## src/rtl/icache_refill_unit_pkg.sv

```systemverilog
// Shared definitions for the ICache refill path.
// The state encoding, AXI burst constants and the PhysAddr offset/index/tag
// split live here so the ICache and the refill unit slice addresses the same way.
package icache_refill_unit_pkg;

  typedef enum logic [2:0] {
    S_IDLE  = 3'd0,
    S_REQ   = 3'd1,
    S_RECV  = 3'd2,
    S_DONE  = 3'd3,
    S_DRAIN = 3'd4
  } refill_state_e;

  localparam logic [1:0] BURST_INCR = 2'b01;
  localparam logic [1:0] BURST_WRAP = 2'b10;
  localparam logic [2:0] SIZE_4B    = 3'b010;
  localparam logic [7:0] BURST_LEN8 = 8'd7;

  // PhysAddr[4:0] is the byte offset within a line, [11:5] the set index,
  // [31:12] the tag; [4:2] selects the 32-bit word inside the line.
  localparam int OFFSET_WIDE = 5;
  localparam int WORD_LSB    = 2;
  localparam int INDEX_LSB   = 5;
  localparam int TAG_LSB     = 12;

  localparam int         BEAT_CNT_WIDE = 3;
  localparam logic [2:0] LAST_BEAT     = 3'd7;

endpackage

```

## src/rtl/icache_refill_unit_line.sv

```systemverilog
// icache_line_buffer: BEATNUM x BEATWIDE register file that collects the
// returned burst beats; one write port addressed by word slot and a flat
// read of the whole line (word i at bits [BEATWIDE*i +: BEATWIDE]).
module icache_line_buffer
  import icache_refill_unit_pkg::*;
#(
  parameter int BEATWIDE = 32,
  parameter int BEATNUM  = 8
) (
  input  logic                         Clk,
  input  logic                         Rest,
  input  logic                         Clear,
  input  logic                         WrEn,
  input  logic [BEAT_CNT_WIDE-1:0]     WrIdx,
  input  logic [BEATWIDE-1:0]          WrData,
  output logic [BEATWIDE*BEATNUM-1:0]  Line
);

  logic [BEATWIDE-1:0] words [BEATNUM];

  // Storage: cleared on reset and at the start of every miss so no word of
  // an earlier line can leak into the next one.
  always_ff @(posedge Clk or negedge Rest) begin
    if (!Rest) begin
      for (int i = 0; i < BEATNUM; i++) words[i] <= '0;
    end else if (Clear) begin
      for (int i = 0; i < BEATNUM; i++) words[i] <= '0;
    end else if (WrEn) begin
      words[WrIdx] <= WrData;
    end
  end

  for (genvar g = 0; g < BEATNUM; g++) begin : g_flat
    assign Line[BEATWIDE*g +: BEATWIDE] = words[g];
  end

endmodule

```

## src/rtl/icache_refill_unit.sv

```systemverilog
// icache_refill_unit: single-outstanding ICache miss handler. Issues one
// 8-beat AXI read burst, assembles the line and hands it back to the ICache.
// Optional build macro ICACHE_REFILL_CWF_EN enables critical-word-first:
// WRAP burst from the missing word, early CritValid/CritWord forwarding.
module icache_refill_unit
  import icache_refill_unit_pkg::*;
#(
  parameter int ADDRWIDE  = 32,
  parameter int BEATWIDE  = 32,
  parameter int BEATNUM   = 8,
  parameter int INDEXWIDE = 7,
  parameter int TAGWIDE   = 20
) (
  input  logic                         Clk,
  input  logic                         Rest,
  input  logic                         MissReq,
  input  logic [ADDRWIDE-1:0]          MissAddr,
  input  logic                         MissWay,
  input  logic                         CacheStateFluah,
  output logic                         RefillBusy,
  output logic                         ReadMAble,
  input  logic                         ReadMAck,
  output logic [ADDRWIDE-1:0]          ReadMAddr,
  output logic [7:0]                   ReadMlen,
  output logic [2:0]                   ReadMsize,
  output logic [1:0]                   ReadMBurstTy,
  input  logic                         MemoryAble,
  input  logic                         MemoryBrustAble,
  input  logic [BEATWIDE-1:0]          MemoryDate,
  output logic                         RefillValid,
  output logic [INDEXWIDE-1:0]         RefillIndex,
  output logic [TAGWIDE-1:0]           RefillTag,
  output logic                         RefillWay,
  output logic [BEATWIDE*BEATNUM-1:0]  RefillLine,
  output logic                         RefillErr
`ifdef ICACHE_REFILL_CWF_EN
  ,
  output logic                         CritValid,
  output logic [BEATWIDE-1:0]          CritWord
`endif
);

  refill_state_e              state;
  logic [BEAT_CNT_WIDE-1:0]   beatCnt;
  logic [BEAT_CNT_WIDE-1:0]   wrIdx;
  logic                       errPend;
  logic                       refillValidQ;
  logic                       acceptMiss;
  logic                       beatWr;
  logic [ADDRWIDE-1:0]        burstAddr;
  logic [1:0]                 burstType;
  logic                       unusedAddrBits;

  assign ReadMlen  = BURST_LEN8;
  assign ReadMsize = SIZE_4B;

  assign acceptMiss = (state == S_IDLE) && MissReq && !CacheStateFluah;
  assign beatWr     = (state == S_RECV) && MemoryAble && !CacheStateFluah;

  // A flush landing in the DONE cycle must still stop the SRAM write.
  assign RefillValid = refillValidQ && !CacheStateFluah;

`ifdef ICACHE_REFILL_CWF_EN
  logic [BEAT_CNT_WIDE-1:0] startSlot;
  assign burstAddr      = {MissAddr[ADDRWIDE-1:WORD_LSB], {WORD_LSB{1'b0}}};
  assign burstType      = BURST_WRAP;
  assign wrIdx          = startSlot + beatCnt;
  assign unusedAddrBits = ^MissAddr[WORD_LSB-1:0];
`else
  assign burstAddr      = {MissAddr[ADDRWIDE-1:OFFSET_WIDE], {OFFSET_WIDE{1'b0}}};
  assign burstType      = BURST_INCR;
  assign wrIdx          = beatCnt;
  assign unusedAddrBits = ^MissAddr[OFFSET_WIDE-1:0];
`endif

  icache_line_buffer #(
    .BEATWIDE (BEATWIDE),
    .BEATNUM  (BEATNUM)
  ) u_line (
    .Clk    (Clk),
    .Rest   (Rest),
    .Clear  (acceptMiss),
    .WrEn   (beatWr),
    .WrIdx  (wrIdx),
    .WrData (MemoryDate),
    .Line   (RefillLine)
  );

  // Refill FSM with registered AXI and ICache-side outputs. The AR request
  // goes out the cycle after the miss; a burst already accepted by the
  // bridge is always drained, since AXI offers no way to cancel it.
  always_ff @(posedge Clk or negedge Rest) begin
    if (!Rest) begin
      state        <= S_IDLE;
      beatCnt      <= '0;
      errPend      <= 1'b0;
      refillValidQ <= 1'b0;
      RefillBusy   <= 1'b0;
      ReadMAble    <= 1'b0;
      ReadMAddr    <= '0;
      ReadMBurstTy <= '0;
      RefillIndex  <= '0;
      RefillTag    <= '0;
      RefillWay    <= 1'b0;
      RefillErr    <= 1'b0;
`ifdef ICACHE_REFILL_CWF_EN
      startSlot    <= '0;
      CritValid    <= 1'b0;
      CritWord     <= '0;
`endif
    end else begin
      RefillErr    <= 1'b0;
      refillValidQ <= 1'b0;
`ifdef ICACHE_REFILL_CWF_EN
      CritValid    <= 1'b0;
`endif
      case (state)
        S_IDLE: begin
          if (acceptMiss) begin
            state        <= S_REQ;
            RefillBusy   <= 1'b1;
            ReadMAble    <= 1'b1;
            ReadMAddr    <= burstAddr;
            ReadMBurstTy <= burstType;
            RefillIndex  <= MissAddr[INDEX_LSB +: INDEXWIDE];
            RefillTag    <= MissAddr[TAG_LSB +: TAGWIDE];
            RefillWay    <= MissWay;
            beatCnt      <= '0;
            errPend      <= 1'b0;
`ifdef ICACHE_REFILL_CWF_EN
            startSlot    <= MissAddr[WORD_LSB +: BEAT_CNT_WIDE];
`endif
          end
        end
        S_REQ: begin
          if (ReadMAck) begin
            ReadMAble <= 1'b0;
            state     <= CacheStateFluah ? S_DRAIN : S_RECV;
          end else if (CacheStateFluah) begin
            ReadMAble  <= 1'b0;
            RefillBusy <= 1'b0;
            state      <= S_IDLE;
          end
        end
        S_RECV: begin
          if (CacheStateFluah) begin
            if (MemoryAble && MemoryBrustAble) begin
              RefillBusy <= 1'b0;
              state      <= S_IDLE;
            end else begin
              state <= S_DRAIN;
            end
          end else if (MemoryAble) begin
            beatCnt <= beatCnt + 1'b1;
`ifdef ICACHE_REFILL_CWF_EN
            CritValid <= (beatCnt == '0);
            if (beatCnt == '0) CritWord <= MemoryDate;
`endif
            if (MemoryBrustAble) begin
              if (beatCnt == LAST_BEAT) begin
                refillValidQ <= 1'b1;
                state        <= S_DONE;
              end else begin
                RefillErr  <= 1'b1;
                RefillBusy <= 1'b0;
                state      <= S_IDLE;
              end
            end else if (beatCnt == LAST_BEAT) begin
              errPend <= 1'b1;
              state   <= S_DRAIN;
            end
          end
        end
        S_DRAIN: begin
          if (MemoryAble && MemoryBrustAble) begin
            RefillErr  <= errPend;
            errPend    <= 1'b0;
            RefillBusy <= 1'b0;
            state      <= S_IDLE;
          end
        end
        S_DONE: begin
          RefillBusy <= 1'b0;
          state      <= S_IDLE;
        end
        default: begin
          RefillBusy <= 1'b0;
          ReadMAble  <= 1'b0;
          state      <= S_IDLE;
        end
      endcase
    end
  end

endmodule
```

## config.mk

```make
export PLATFORM = sky130hd
export DESIGN_NAME = icache_refill_unit
export DESIGN_NICKNAME = d
export VERILOG_FILES = /design/src/rtl/icache_refill_unit_pkg.sv /design/src/rtl/icache_refill_unit_line.sv /design/src/rtl/icache_refill_unit.sv
export SDC_FILE = /design/constraint.sdc
export NUM_CORES = 1
export LEC_CHECK = 0
export ABC_CLOCK_PERIOD_IN_PS = 3000
export BUFFER_PORTS_ARGS = -buffer_cell sky130_fd_sc_hd__buf_2
export CAP_MARGIN = 20
export CORE_MARGIN = 5
export CORE_UTILIZATION = 52
export DETAILED_ROUTE_END_ITERATION = 7
export PLACE_DENSITY_LB_ADDON = 0.1
export SLEW_MARGIN = 20
export SYNTH_ARGS = -nofsm -noshare
export SYNTH_HDL_FRONTEND = slang
export SYNTH_HIERARCHICAL = 1
export SYNTH_SLANG_ARGS = --single-unit
```

## constraint.sdc

```tcl
create_clock -name Clk -period 3 [get_ports Clk]
set_input_delay 0.6 -clock Clk [delete_from_list [all_inputs] [get_ports Clk]]
set_output_delay 0.6 -clock Clk [all_outputs]
set_load 0.05 [all_outputs]
```

# Yosys cells after proc, flatten, opt, wreduce, memory -nomap -nowiden
# Cells that the tools add are included.
[totals]
word_cells = 112
reg_bits = 323
romBits = 0
memories = 0
ram_bits = 0
latch_bits = 0
out_inout_bits = 333
inputBits = 72
[classes]
mul = 0
n_reduce_logical = 19
n_bitwise = 2
order_cmp = 2
shift = 0
addsub = 1
n_eq_ne = 18
mux = 50
div = 0
[ops]
columns = ["operator", "count"]
rows = [
  ["two-way mux 256 bit", 2],
  ["bitwise mux 256 bit", 1],
  ["demux 32 bit (select 3 bit)", 1],
  ["two-way mux 3 bit", 13],
  ["two-way mux 32 bit", 1],
  ["two-way mux 1 bit", 25],
  ["!= test 2 bit, second input constant", 7],
  ["!= test 3 bit, second input constant", 4],
  ["case mux 3 bit (4 select lines)", 1],
  ["logical AND 1 bit", 7],
  ["AND reduction 7 bit", 1],
  ["== test 3 x 2 -> 1 bit, second input constant", 2],
  ["== test 3 bit, second input constant", 2],
  ["case mux 1 bit (3 select lines)", 2],
  ["case mux 3 bit (2 select lines)", 1],
  ["AND reduction 6 bit", 1],
  ["AND reduction 5 bit", 1],
  ["greater-or-equal comparator 4 bit, second input constant", 1],
  ["< comparator 4 x 1 -> 1 bit, second input constant", 1],
  ["!= test 4 x 3 -> 1 bit, second input constant", 1],
  ["NOT 3 -> 4 bit", 1],
  ["case mux 1 bit (4 select lines)", 1],
  ["AND reduction 4 bit", 1],
  ["nonzero test 2 bit", 2],
  ["other kinds (12)", 12],
]

# Longest topological paths before layout
# Gate-level depths: netlist of run 1.
[logic_depth]
word_depth = 8
ltp_mapped = 10
depth_no_buf = 6

# Modules after synthesis
# Netlist of run 1, hierarchy kept.
[modules_own_cells]
columns = ["module", "n_inst", "seq_area_each_um2", "cells_each", "area_each_um2"]
rows = [
  ["icache_line_buffer", 1, 6406.1, 907, 11314.6],
  ["icache_refill_unit", 1, 1001.0, 185, 2233.4],
]

# Worst setup path after synthesis of run 1
# Ideal clock, no wire load.
[synth_timing]
path_kind = "input port to flip-flop"
start = "input CacheStateFluah"
end = "register u_line.words, in the netlist u_line/Line[24]"
t_required_ns = 2.861
path_stages = 10
t_arrival_ns = 2.154
path_buffers = 5
path_slack_ns = 0.707
setup_time_ns = 0.139
cell_sequence = "nor3_4 > nand3_4 > buf_6 > inv_1 > clkbuf_1 > buf_2 > clkbuf_1 > clkbuf_1 > nand2b_1 > mux2i_1"
[synth_between]
elab_chain_cells = 3
word_cells_on_any_way = 5
classes_between = "mux (1); reduce/logical (4)"
[synth_rtl]
columns = ["element", "line", "text"]
rows = [
  ["start: declaration", "icache_refill_unit.sv:19", "input logic CacheStateFluah,"],
  ["zero test 1 bit (*)", "icache_refill_unit.sv:57", "assign acceptMiss = (state == S_IDLE) && MissReq && !CacheStateFluah;"],
  ["logical AND 1 bit (*)", "icache_refill_unit.sv:57", ""],
  ["named net acceptMiss", "icache_refill_unit.sv:48", "logic acceptMiss;"],
  ["two-way mux 256 bit / nonzero test 2 bit (equally long branches)", "n/a", ""],
  ["end signal: indexed assignment", "icache_refill_unit_line.sv:29", "words[WrIdx] <= WrData;"],
  ["end: declaration", "icache_refill_unit_line.sv:19", "logic [BEATWIDE-1:0] words [BEATNUM];"],
]
# Mark *: on every way through the listed nets, which the timed path passes. The rest lies on a longest branch.
# A chain may end at the register's enable or synchronous reset.

# Worst setup path after layout of run 1
[layout_timing]
start = "register state[0]"
end = "register u_line.words, in the netlist u_line/Line[22]"
[layout_between]
elab_chain_cells = 4
word_cells_on_any_way = 8
classes_between = "eq/ne (1); mux (1); reduce/logical (6)"
[layout_rtl]
columns = ["element", "line", "text"]
rows = [
  ["start: declaration", "icache_refill_unit.sv:43", "refill_state_e state;"],
  ["start signal: assignment", "icache_refill_unit.sv:138", "state <= CacheStateFluah ? S_DRAIN : S_RECV;"],
  ["zero test 3 bit (*)", "icache_refill_unit.sv:57", ""],
  ["logical AND 1 bit (*) (2 in a row)", "icache_refill_unit.sv:57", ""],
  ["named net acceptMiss", "icache_refill_unit.sv:48", ""],
  ["two-way mux 256 bit / nonzero test 2 bit (equally long branches)", "n/a", ""],
]
# Marked as above.

==> summary.txt, run 1 <==
STA
  • Slew Limit Fails: 0
  • Hold slack: 0.2897 ns
  • Max frequency: 427.6 MHz
  • Worst-margin pin slew: 0.5591 ns
  • Crit path time final: 2.339 ns
  • Slew HR: 0.6273
  • Tcrit/Tclk final: 0.7796
  • Final setup vio count: 0
  • Final hold vios: 0
  • RSZ-0062 raised after global routing: false
  • Worst Clk Skew: 0.008691 ns
  • Setup ws final: 0.6612 ns
  • Setup TNS: 0 ns

Detailed routing
  • DR vias/cell: 5.155
  • Drt drc: 0
  • Detail Route Antenna Nets: 0
  • First-pass DRT Iterations: 4
  • Via count: 9,099
  • Post-Route WL: 35.23 mm
  • Post-DR wirelength/cell: 19.96 um
  • 1st-iter DRT viols: 543

Clocking
  • CTS H-tree lvls: 1
  • CTS Buffer Depth: 3
  • CTS Sinks: 296
  • CTS tree: built
  • Reg clk slew, reported paths: 0.06 ns
  • Skew-Pair Late Insertion Delay: 0.54 ns
  • CTS Root Cell: clkbuf_16
  • Cts bufs inserted: 31
  • Post-CTS Setup Bufs: 0

Die
  • Core ar.: 25,840 sq um
  • Cell Rows: 59
  • Initial cell density of the core: 0.5244
  • DIE WIDTH: 171.4 um
  • I/O pins: 405
  • Chip Height: 171.4 um
  • Die Footprint: 29,380 sq um

Pwr
  • Pwr dens: 634.5 nW/um^2
  • NetSw: 3.461 mW
  • Switching power share of the total: 0.3312
  • Flop pwr share: 0.416
  • Clock Power Share: 0.346
  • Leakage: 9.888 nW
  • Int Pwr: 6.988 mW
  • Peak VDD IR: 0.8866 mV
  • Gate power share: 0.238

Logic synthesis
  • Synth area leader: dfrtp_1
  • Ranking of synthesized cells by area: dfrtp_1, mux2i_1, nand2b_1
  • Seq/Total Area, Yosys: 0.5467
  • Syn Std Cell Area: 13,550 sq um
  • Async set-reset flop share out of synthesis: 1.000
  • Post-synth EDFFs: 0
  • Post-synthesis register bit count: 296
  • Synth unique cells: 45
  • Synthesis Warnings: 6
  • Synth Flop Type: dfrtp_1
  • Post-synthesis cell count: 1,092
  • Share of the synthesized area in the top cell type: 0.5467
  • Syn Area/Cell: 12.41 sq um

Global routing
  • Total GRT Usage: 0.2307
  • GRT overflow: 0
  • Vias in the first global route: 9,476
  • Initial antenna violation count: 0
  • First-pass GRT wire length: 53.87 mm
  • Largest net degree at the start of global routing: 75

Setup path
  • CP max FO: 58
  • Setup crit start kind: register
  • Critical path class: register to register
  • CP required: 3.39 ns
  • CP Data Arrival Time: 2.73 ns
  • Critical Path Sink Type: register

Placement
  • GP Congestion: 0.8268
  • Buffers added on ports: 382
  • Pre-CTS worst setup slack: 0.5256 ns
  • Placed wire-length estimate: 24.17 mm

Finish
  • Layout cells sized above 1: 0.3469
  • Antenna fix cells: 0
  • Fin nets: 1,482
  • Fill count: 2,099
  • Area grow syn2layout: 21.56%

Worst hold path
  • Worst hold path class: input pin to register

Run
  • Number of max-cap violations: 0

Status
  • Status: completed
routing by layer:
layer,wire length (um),global-route usage
met1,14890,0.3153
met2,16990,0.3817
met3,2470,0.04758
met4,887,0.05753
met5,0,0
worst max-delay path, stage by stage, from the launching register on:
cell	delay (ns)
dfrtp_1	0.55
nor3_4	0.32
buf_4	0.19
nand3_4	0.08
inv_4	0.19
buf_12	0.25
nand2b_1	0.44
mux2i_1	0.15
state kept, by name, indices dropped and copies added, names as in the netlist:
register and cells:
RefillTag 20, RefillErr 1, refillValidQ 1, ReadMAddr 1, ReadMAble 1, beatCnt 3
ReadMBurstTy 1, state 3, errPend 1, RefillWay 1, RefillBusy 1, u_line/Line 256
RefillIndex 6
cell type report:
type | instances | area, sq um | share of cell area
sequential | 296 | 7407 | 0.4497
multi-input combinational | 658 | 5404 | 0.3281
timing repair buffer | 417 | 2275 | 0.1381
clock buffer | 50 | 897.1 | 0.05447
tap | 335 | 419.2 | 0.02545
clock inverter | 5 | 50.05 | 0.003039
inverter | 4 | 17.52 | 0.001064
cell usage in the layout (no fill, tap or decap), types with 2 or more instances in the layout:
master     count
nand2b_1     289
a32o_1         2
mux2_4        27
inv_1          2
clkbuf_8       5
o21ai_0        7
mux2i_1      259
clkbuf_16     31
nand4bb_4      3
a31oi_1        5
buf_2        381
buf_12         7
nand2_1        7
clkbuf_1      14
nor2b_1        4
ha_1           2
buf_4         27
mux2_2         2
nand4b_1       3
conb_1        17
clkinv_2       4
nor3_1         3
dfrtp_1      296
a22oi_1        2
nor2_1         5
cells by family after synthesis:
logic type,Yosys count,synth area share
buf+inv,153,0.06271
xor+xnor,1,0.0006466
flops,296,0.5467
fa+ha+maj,2,0.001847
mux,288,0.2229
compound gates,24,0.01210
simple gates,326,0.1525
other cells,2,0.0005543
what timing repair did:
action / CTS / global route
endpoints found under the setup margin: 0 / 0
endpoints found under the hold margin: 50 / 0
hold buffers: 1 / 0
resized for setup: 0 / 0
power groups by stage:
stage                     clock network (mW)  registers (mW)  logic, mW
after floorplan                            0            5.03       1.45
after global placement                     0            4.41       2.49
after detailed placement                   0            4.41       2.51
after CTS                               3.70            4.35       2.51
after global routing                    3.86            4.38       2.61
final                                   3.62            4.35       2.49
per-stage QoR:
stage / utilization / instances / total power, mW / instance area, sq um
final: 0.6374 / 1765 / 10.45 / 16470
after global routing: 0.6374 / 1765 / 10.85 / 16470
after CTS: 0.6374 / 1765 / 10.56 / 16470
after detailed placement: 0.6004 / 1709 / 6.919 / 15510
after global placement: 0.6004 / 1709 / 6.906 / 15510
after floorplan: - / 1107 / 6.486 / 13600
worst paths after layout:
check / from / endpoint / slack (ns) / cells after the start
setup / recovery: state[0] / u_line/Line[22] / 0.66 / 7
hold / removal: MissAddr[31] / RefillTag[19] / 0.29 / 2
setup reg to reg: state[0] / u_line/Line[22] / 0.66 / 7
min in group asynchronous: Rest / u_line/Line[78] / 0.58 / 2
max in group asynchronous: Rest / RefillTag[4] / 1.60 / 3
hold reg to reg: ReadMBurstTy[0] / ReadMBurstTy[0] / 0.48 / 1
synth_stat cells (2+ instances only):
library cell  count
o21ai_0           7
inv_1             3
mux2_2            2
nor2b_1           4
conb_1            2
buf_6             5
buf_12            2
a32o_1            2
clkbuf_1         68
nor2_1            5
mux2_4           27
buf_4            45
ha_1              2
nand2b_1        289
nand4b_1          3
a31oi_1           5
a22oi_1           2
mux2i_1         259
buf_2            29
nand2_1           7
nor3_1            3
nand4bb_1         3
dfrtp_1         296
Note: power is estimated with default switching activity, not from simulation.
==> run 2, diff against run 1 <==
- ABC_CLOCK_PERIOD_IN_PS: 3000 -> 2420
- clock period: 3 -> 2.42 ns (I/O delays scaled with it)
==> run 2 against run 1 <==
- sequential cell count unchanged
- setup slack got worse by 0.41 ns
- sequential power increased by 24%
- count of clock-buffer cells in the layout unchanged
- non-clock buffer count increased by 10
- utilization increased by 0.51 points
- cell count increased by 0.57%
- clock power increased by 22%
- design area increased by 0.81%
- via count decreased by 0.75%
==> summary.txt, run 2 (same netlist as run 1, synthesis figures left out) <==
STA
  • Crit path time final: 2.164 ns (-0.1749 ns)
  • Final hold vios: 0 (unchanged)
  • Final setup vio count: 0 (unchanged)
  • Worst-margin pin slew: 0.5360 ns (-0.02305 ns)
  • Setup TNS: 0 ns (unchanged)
  • Worst Clk Skew: 0.01089 ns (+0.002197 ns)
  • Slew Limit Fails: 0 (unchanged)
  • Slew HR: 0.6427 (+0.01536)
  • Max frequency: 462.1 MHz (+8.1%)
  • RSZ-0062 raised after global routing: false
  • Tcrit/Tclk final: 0.8942 (+0.1146)

Finish
  • Number of flip-flops in the largest register: 256 (unchanged)
  • Layout cells sized above 1: 0.3528 (+0.005925)
  • Area of the multi-input gates: 5404 sq um (unchanged)
  • Register area: 7407 sq um (unchanged)
  • Most frequent cells in the layout: buf_2, dfrtp_1, nand2b_1
  • Fill count: 2,111 (+0.57%)
  • Layout Cells excl Fill: 1,775 (+0.57%)
  • Fin nets: 1,491 (+0.61%)
  • Commonest non-fill, non-tap cell in the layout: buf_2
  • Area grow syn2layout: 22.54%
  • Antenna fix cells: 0 (unchanged)

Placement
  • GP Congestion: 0.8176 (-1.1%)
  • Cells after DPL: 1,719 (+0.59%)
  • Placed wire-length estimate: 24.44 mm (+1.1%)
  • Buffers added on ports: 382 (unchanged)

Global routing
  • Initial antenna violation count: 1 (+1)
  • Vias in the first global route: 9,342 (-1.4%)
  • Largest net degree at the start of global routing: 88 (+17%)
  • Total GRT Usage: 0.2321 (+0.001417)
  • GRT overflow: 0 (unchanged)
  • First-pass GRT wire length: 54.19 mm (+0.60%)

Setup path
  • Cell with the largest stage delay on the worst path: nand2b_1
  • CP peak stage delay: 0.47 ns (-0.08 ns)
  • Setup crit start kind: register
  • Launching point of the worst reg2reg path: state[2]
  • Worst Setup SP: state[2]
  • Critical path class: register to register
  • Worst-path cell chain: nor3_4 -> buf_4 -> nand3_4 -> inv_4 -> buf_12 -> nand2b_1 -> mux2i_1
  • CP Data Arrival Time: 2.57 ns (-0.16 ns)
  • CP max FO: 87 (+50%)
  • Buf/Inv on CP: 3 (unchanged)
  • CP required: 2.82 ns (-0.57 ns)
  • Cell family with most CP delay: simple AND/OR/NAND/NOR gates
  • Critical Path Sink Type: register

Run
  • Number of max-cap violations: 0 (unchanged)

Die
  • Cell Rows: 59 (unchanged)
  • Core ar.: 25,840 sq um (unchanged)
  • I/O pins: 405 (unchanged)
  • Chip Height: 171.4 um (unchanged)
  • DIE WIDTH: 171.4 um (unchanged)
  • Initial cell density of the core: 0.5244 (unchanged)
  • Die Footprint: 29,380 sq um (unchanged)

Pwr
  • Leakage: 9.953 nW (+0.66%)
  • Peak VDD IR: 1.106 mV (+25%)
  • Pwr dens: 777.9 nW/um^2 (+23%)

Detailed routing
  • Drt drc: 0 (unchanged)
  • DR vias/cell: 5.088 (-1.3%)
  • 1st-iter DRT viols: 734 (+35%)
  • Via count: 9,031 (-0.75%)
  • Post-DR wirelength/cell: 19.80 um (-0.83%)
  • First-pass DRT Iterations: 6 (+2)
  • Detail Route Antenna Nets: 0 (unchanged)
  • Post-Route WL: 35.14 mm (-0.26%)

Clocking
  • Skew-Pair Late Insertion Delay: 0.55 ns (about the same)
  • Cts bufs inserted: 30 (-3.2%)
  • Post-CTS Setup Bufs: 0 (unchanged)
  • CTS tree: built
  • Reg clk slew, reported paths: 0.06 ns (about the same)
  • CTS Root Cell: clkbuf_16
  • PostCTS Resize Cnt: 0 (unchanged)
  • CTS Buffer Depth: 3 (unchanged)
  • CTS Sinks: 296 (unchanged)
  • CTS H-tree lvls: 1 (unchanged)

Worst hold path
  • Hold Startpoint: MissAddr[13]
  • Worst hold path class: input pin to register

Status
  • Status: completed
[run 2: cell types whose count changed in the layout (fill, tap and decap cells not counted)]
cell and change:
clkbuf_1 -2, clkbuf_16 -1, buf_12 +5, clkbuf_8 +3, buf_4 +5, bufinv_16 -1, clkinv_8 +1
[run 2: area by class of cell]
type,instances,share of cell area
tap,335,0.02525
timing repair buffer,427,0.1453
clock buffer,50,0.05456
sequential,296,0.4462
inverter,4,0.001055
multi-input combinational,658,0.3255
clock inverter,5,0.002186
[run 2: timing repair]
item                       4_1_cts  5_1_grt
hold buffers                     1        0
hold endpoints to repair        54        0
setup endpoints to repair        0        0
[run 2: final timing paths]
path	slack, ns	to	depth (start not counted)
min in group asynchronous	0.47	u_line/Line[255]	2
min reg2reg	0.48	ReadMBurstTy[0]	1
min	0.16	RefillTag[1]	2
max in group asynchronous	1.12	state[1]	3
max reg2reg	0.26	u_line/Line[246]	7
max	0.26	u_line/Line[246]	7
[run 2: routing by layer]
| metal | vias up | global-route usage | routed length, um |
|---|---|---|---|
| li1 | 4188 | - | - |
| met1 | 4483 | 0.3202 | 14970 |
| met2 | 311 | 0.3828 | 16920 |
| met3 | 47 | 0.04758 | 2459 |
| met4 | 2 | 0.05443 | 780 |
| met5 | - | 0 | 7 |
[run 2: where the power goes]
group / switching, mW / total (mW) / internal [mW]
combinational: 2.24 / 3.12 / 0.882
sequential: 0.194 / 5.38 / 5.19
clock: 1.88 / 4.41 / 2.53
total: 4.31 / 12.9 / 8.60
[run 2: through the flow]
step	utilization	cell area [sq um]	setup WS, ns	power (mW)	hold WS [ns]
2_1_floorplan	-	13600	0.2433	8.040	0.1884
3_3_place_gp	0.6057	15650	0.2150	8.589	0.4466
3_5_place_dp	0.6057	15650	0.1807	8.602	0.4597
4_1_cts	0.6426	16600	0.2835	13.05	0.1379
5_1_grt	0.6426	16600	0.1251	13.41	0.1386
6_report	0.6426	16600	0.2561	12.91	0.1620
